$ cat config.mk
export PLATFORM = sky130hd
export DESIGN_NAME = mem_arbiter
export DESIGN_NICKNAME = d
export VERILOG_FILES = /design/src/rtl/mem_arbiter.sv
export SDC_FILE = /design/constraint.sdc
export NUM_CORES = 1
export LEC_CHECK = 0
export ABC_CLOCK_PERIOD_IN_PS = 1800
export BUFFER_PORTS_ARGS = -buffer_cell sky130_fd_sc_hd__buf_2
export CELL_PAD_IN_SITES_DETAIL_PLACEMENT = 1
export CELL_PAD_IN_SITES_GLOBAL_PLACEMENT = 1
export CORE_AREA = 2 2 125 157
export DETAILED_ROUTE_END_ITERATION = 12
export DIE_AREA = 0 0 127 159
export PLACE_DENSITY = 0.75
export SYNTH_ARGS = -nofsm -noshare
export SYNTH_HDL_FRONTEND = slang
export SYNTH_SLANG_ARGS = --single-unit
$ cat constraint.sdc
create_clock -name clk -period 1.8 [get_ports clk]
set_input_delay 0.36 -clock clk [delete_from_list [all_inputs] [get_ports clk]]
set_output_delay 0.36 -clock clk [all_outputs]
set_load 0.02 [all_outputs]
$ cat src/rtl/mem_arbiter.sv
// Shares one single-ported memory between the instruction-fetch and data paths.
// Each granted request is latched and run through a variable-latency enable/ready handshake guarded by a watchdog.
module mem_arbiter #(
  parameter int          STARVE_LIMIT = 4,
  parameter int          TIMEOUT      = 64,
  parameter logic [31:0] ERR_WORD     = 32'hDEADBEEF
) (
  input  logic        clk,
  input  logic        reset,
  input  logic        if_req,
  input  logic [31:0] if_addr,
  output logic [31:0] if_rdata,
  output logic        if_done,
  input  logic        d_req,
  input  logic        d_we,
  input  logic [31:0] d_addr,
  input  logic [31:0] d_wdata,
  output logic [31:0] d_rdata,
  output logic        d_done,
  output logic        m_enable,
  output logic        m_rw,
  output logic [31:0] m_addr,
  output logic [31:0] m_wdata,
  input  logic [31:0] m_rdata,
  input  logic        m_ready,
  output logic        busy,
  output logic        err
);

  localparam logic [0:0] IDLE = 1'b0;
  localparam logic [0:0] BUSY = 1'b1;

  localparam int SW = $clog2(STARVE_LIMIT + 1);
  localparam int TW = $clog2(TIMEOUT + 1);
  localparam logic [SW-1:0] STARVE_MAX = SW'(STARVE_LIMIT);
  localparam logic [TW-1:0] WDOG_LAST  = TW'(TIMEOUT - 1);

  logic [0:0]    state_r;
  logic          owner_d_r;
  logic          we_r;
  logic [SW-1:0] starve_r;
  logic [TW-1:0] wdog_r;
  logic          grant_d_s;
  logic          grant_if_s;

  // Arbitration: data wins unless fetch has waited through STARVE_LIMIT data grants
  always_comb begin
    grant_d_s  = 1'b0;
    grant_if_s = 1'b0;
    if (state_r == IDLE) begin
      if (d_req && !(if_req && (starve_r == STARVE_MAX))) begin
        grant_d_s = 1'b1;
      end else if (if_req) begin
        grant_if_s = 1'b1;
      end else begin
        grant_d_s  = 1'b0;
        grant_if_s = 1'b0;
      end
    end else begin
      grant_d_s  = 1'b0;
      grant_if_s = 1'b0;
    end
  end

  // Transaction sequencer, starvation counter, watchdog and registered outputs
  always_ff @(posedge clk) begin
    if (reset) begin
      state_r   <= IDLE;
      owner_d_r <= 1'b0;
      we_r      <= 1'b0;
      starve_r  <= '0;
      wdog_r    <= '0;
      m_enable  <= 1'b0;
      m_rw      <= 1'b0;
      m_addr    <= 32'h0000_0000;
      m_wdata   <= 32'h0000_0000;
      busy      <= 1'b0;
      err       <= 1'b0;
      if_done   <= 1'b0;
      d_done    <= 1'b0;
      if_rdata  <= 32'h0000_0000;
      d_rdata   <= 32'h0000_0000;
    end else begin
      if_done <= 1'b0;
      d_done  <= 1'b0;
      case (state_r)
        IDLE: begin
          if (grant_d_s || grant_if_s) begin
            state_r   <= BUSY;
            owner_d_r <= grant_d_s;
            we_r      <= grant_d_s & d_we;
            m_addr    <= grant_d_s ? d_addr : if_addr;
            m_wdata   <= d_wdata;
            m_rw      <= grant_d_s ? ~d_we : 1'b1;
            m_enable  <= 1'b1;
            busy      <= 1'b1;
            wdog_r    <= '0;
            if (grant_if_s || !if_req) begin
              starve_r <= '0;
            end else if (starve_r != STARVE_MAX) begin
              starve_r <= starve_r + SW'(1);
            end
          end
        end
        BUSY: begin
          if (m_ready) begin
            state_r  <= IDLE;
            m_enable <= 1'b0;
            busy     <= 1'b0;
            if (owner_d_r) begin
              d_done <= 1'b1;
              if (!we_r) begin
                d_rdata <= m_rdata;
              end
            end else begin
              if_done  <= 1'b1;
              if_rdata <= m_rdata;
            end
          end else if (wdog_r == WDOG_LAST) begin
            // Memory never answered: return a recognisable word and flag it
            state_r  <= IDLE;
            m_enable <= 1'b0;
            busy     <= 1'b0;
            err      <= 1'b1;
            if (owner_d_r) begin
              d_done  <= 1'b1;
              d_rdata <= ERR_WORD;
            end else begin
              if_done  <= 1'b1;
              if_rdata <= ERR_WORD;
            end
          end else begin
            wdog_r <= wdog_r + TW'(1);
          end
        end
        default: begin
          state_r  <= IDLE;
          m_enable <= 1'b0;
          busy     <= 1'b0;
        end
      endcase
    end
  end

endmodule

# == After elaboration in Yosys (flattened, before gate mapping) ==
# Index checks and enable logic that the tools add are counted.
# word_totals
reg_bits,146
out_inout_bits,134
elab_cells,81
# classes
n_addsub,2
eq_ne,8
mux,36
bitwise,5
reduce_logical,16
# ops
cell,count
$mux W32,10
$mux W7,3
$mux W1,18
$pmux W7 S2,1
$reduce_and A3 Y1,4
$add A7 B1 Y7 const B,1
$eq A7 B6 Y1 const B,1
$mux W3,2
$ne A2 B2 Y1 const B,3
$not A1 Y1,4
$pmux W1 S2,2
$reduce_and A2 Y1,2
$reduce_and A4 Y1,1
$reduce_bool A2 Y1,2
$add A3 B1 Y3 const B,1
$eq A3 B3 Y1 const B,1
$ne A3 B2 Y1 const B,1
$ne A3 B3 Y1 const B,1
$logic_and A1 B1 Y1,2
$logic_not A1 Y1,2
$logic_or A1 B1 Y1,2
$ne A2 B1 Y1 const B,1
$reduce_or A2 Y1,1
$and A1 B1 Y1,1

# == Logic depth before layout (Yosys ltp) ==
# logic_depth
word_depth,9
depth_mapped,7

# == Least setup slack after synthesis ==
# Ideal clock, no wire load.
# synth_timing
path_kind,flip-flop to flip-flop
startpoint,register wdog_r[0]
endpoint,register d_rdata[15]
setup_ps,81
t_arrival_ps,1697
slack_ps,22
path_stages_with_launch,8
path_buffers,2
path_cell_list,dfxtp_1 -> ha_1 -> nand2_1 -> or3_1 -> buf_6 -> a21o_4 -> buf_6 -> a211oi_2
# synth_between
elab_chain_len,3
# synth_rtl
item,line,source
from (decl),42,logic [TW-1:0] wdog_r;
from (signal assigned),133,wdog_r <= wdog_r + TW'(1);
$eq A7 B6 Y1,119,end else if (wdog_r == WDOG_LAST) begin
$reduce_bool A2 Y1 (no line),n/a,
$reduce_and A4 Y1 (no line),n/a,
to (signal assigned),113,d_rdata <= m_rdata;
to (decl),18,"output logic [31:0] d_rdata,"
# Every way passes these cells.
# A chain may end at the register's enable or synchronous reset.

# == Worst setup path in the final report ==
# layout_timing
startpoint,register wdog_r[1]
endpoint,register d_rdata[2]
# The elaborated chain is that of the path after synthesis.

==> impl_metrics.tcl <==
set metrics [dict create \
    slowest_delay_ns 0.43 \
    whs_ns 0.144 \
    skew_ns 0.00774 \
    status "completed" \
    path_cells "ha_1 -> nand2_1 -> or3_4 -> a21o_2 -> a211oi_1" \
    routed_wirelength_um 18700 \
    coreArea_um2 18600 \
    synth.cell_area_um2 5520 \
    rsz0062_at_grt "false" \
    clockBufferDepth 2 \
    clkSlewWorstSetupHoldPaths_ns 0.06 \
    cellPowerDensity_nw_per_um2 1050 \
    drc 0 \
    synth.mux.area_fraction 0.00567 \
    relSlewSlack 0.646 \
    required_ns 2.14 \
    critical_path.top_delay_family "compound AO/OA/AOI/OAI gates" \
    reg2regPathDepth 5 \
    synthAdderAreaFrac 0.00680 \
    synthCells 611 \
    hold_path_startpoint "d_we" \
    cts_root_buf "clkbuf_16" \
    synthTopCellsByCount "dfxtp_1 (146), nand2_1 (103), a21oi_1 (78), nor2_1 (50), clkbuf_1 (38)" \
    worstHoldEndpoint "m_rw" \
    yosysSeqAreaShare 0.530 \
    grt_pass1_wl_um 29400 \
    wire_per_inst_um 16.6 \
    antenna_left 0 \
    die_h_um 159 \
    htreeDepth 4 \
    ys.flop_type "dfxtp_1" \
    finalHoldViolations 0 \
    areaGrowthSynthToFinish_pct 40.9 \
    hold_class "input pin to flip-flop" \
    synthArstFlopShare 0 \
    synth_xor_area_frac 0 \
    grt_max_degree 44 \
    fin_crit_sh 0.934 \
    reg2reg_slack_ns 0.12 \
    synth_top_area_frac 0.530 \
    grtUsageTotal 0.180 \
    yosys.area_share.simple 0.141 \
    max_cap_viol_count 0 \
    cpMaxStageDelayCell "or3_4" \
    grt_overflow_total 0 \
    tightest_slew_ns 0.531 \
    worst_setup_path_end_kind "flip-flop" \
    drt_iter0_drc 180 \
    postSynthAreaPerCell_um2 9.03 \
    row_count 56 \
    nNetsFinal 1015 \
    cts_buffers 17 \
    drive_gt1_frac 0.432 \
    yosysMostFrequentCell "dfxtp_1" \
    p_leak_uw 0.00362 \
    avgViaCountPerCell 4.96 \
    synthDistinctLibCells 44 \
    crit_fanout 6 \
    min_period_ns 1.68 \
    synth.area.top_cells "dfxtp_1 (53%), a21oi_1 (7.1%), nand2_1 (7.0%), o221a_2 (5.1%), a211oi_2 (4.5%)" \
    cp.buffers_inverters 0 \
    r2r-end "d_rdata[2]" \
    critical_path_class "flip-flop to flip-flop" \
    hold_path_depth 2 \
    hpwl_um 13200 \
    critPathLaunchType "flip-flop" \
    yosys.area.top_type "dfxtp_1" \
    fmax_mhz 595 \
    first_pass_iters 4 \
    dr_total_vias 5578 \
    gp_congestion 0.822 \
    synth_top_family_by_area "compound AO/OA/AOI/OAI gates" \
    synth_compound_area_frac 0.258 \
    cts_tree "built" \
    hold_buffers 0 \
    ys_warn_count 0 \
    die_area_um2 20200 \
    portBuffers 267 \
    clock-sinks 146 \
    ios 268 \
    setup_viol 0 \
    arrival_ns 2.02 \
    clock_latency_ns 0.42 \
    antenna_found_initial 2 \
    grt_pass1_vias 5657 \
    start_util 0.296 \
    maxSlewViolCount 0 \
    worstReg2RegStart "wdog_r[1]" \
    finalSetupTns_ns 0 \
    synth_edf_count 0 \
    die_w_um 127 \
    max-vdd-ir-drop_v 0.000673 \
    syn_nets 748 \
    synth-seq-cells 146 \
]
[per-stage QoR]
step | utilization | std cells | instance area, um2 | setup WS, ns | power (uW)
2_1_floorplan | - | 611 | 5520 | 0.0218 | 4400
3_3_place_gp | 0.386 | 1089 | 7190 | 0.133 | 4960
3_5_place_dp | 0.386 | 1089 | 7190 | 0.0378 | 4990
4_1_cts | 0.415 | 1121 | 7730 | 0.0425 | 8300
5_1_grt | 0.417 | 1123 | 7770 | 0.0262 | 8590
6_report | 0.417 | 1124 | 7780 | 0.118 | 8180
[how the worst max path moves through the flow]
stage	cells after the start	startpoint	to	slack, ns
after floorplan	7	wdog_r[0]	d_rdata[15]	0.02
after global placement	6	starve_r[0]	m_addr[22]	0.13
after detailed placement	6	starve_r[0]	m_addr[14]	0.04
after CTS	6	starve_r[0]	m_addr[14]	0.04
after global routing	5	wdog_r[1]	d_rdata[2]	0.03
final	5	wdog_r[1]	d_rdata[2]	0.12
[state kept, by name, indices dropped and copies added, names as in the netlist, 3 cells and up]
signal    cells
m_wdata      32
d_rdata      32
wdog_r        7
starve_r      3
m_addr       32
if_rdata     32
[kinds of logic (layout without fill, tap and decap cells)]
| group | count (synthesis) | in the layout |
|---|---|---|
| compound gates | 196 | 198 |
| fa+ha+maj | 3 | 3 |
| mux | 3 | 3 |
| buf+inv | 78 | 356 |
| other cells | 0 | 1 |
| flops | 146 | 146 |
| simple gates | 185 | 185 |
[repair_timing]
item,CTS,global route
resized for setup,0,5
endpoints found under the setup margin,0,63
buffers inserted,0,0
[layout by cell type (no fill, tap or decap), types with 6 or more instances in the layout]
master and instances:
nor2_1 48, nand2_1 103, dfxtp_1 146, clkbuf_16 17, a211oi_2 20, a22oi_1 18
a21oi_1 78, o221a_2 25, buf_2 266, inv_1 28, clkinv_2 7, o22ai_1 32
o21ai_0 6, nand3_1 13, buf_4 25
[layer usage]
layer / routed length [um] / vias up / global-route usage
met1: 7630 / 2650 / 0.207
met3: 1130 / 30 / 0.0521
met4: 384 / 2 / 0.0649
met5: 13 / - / 0
li1: - / 2703 / -
met2: 9530 / 193 / 0.317
[power by group]
part	internal [uW]	switching (uW)	total (uW)
Combinational	506	827	1330
Sequential	3460	122	3590
Clock	1830	1430	3260
Total	5800	2380	8180
[area by class of cell]
class / instances / area (um2)
multi-input combinational: 389 / 2320
inverter: 29 / 109
sequential: 146 / 2920
antenna: 1 / 2.50
clock inverter: 13 / 85.1
clock buffer: 19 / 453
tap: 232 / 290
timing repair buffer: 295 / 1590
fill: 2268 / 10900
[worst register-to-register path, stage by stage, from the launching register on]
cell and delay (ns):
dfxtp_1 0.35, ha_1 0.17, nand2_1 0.10, or3_4 0.43
a21o_2 0.32, a211oi_1 0.23
(Power assumes the default switching activity.)
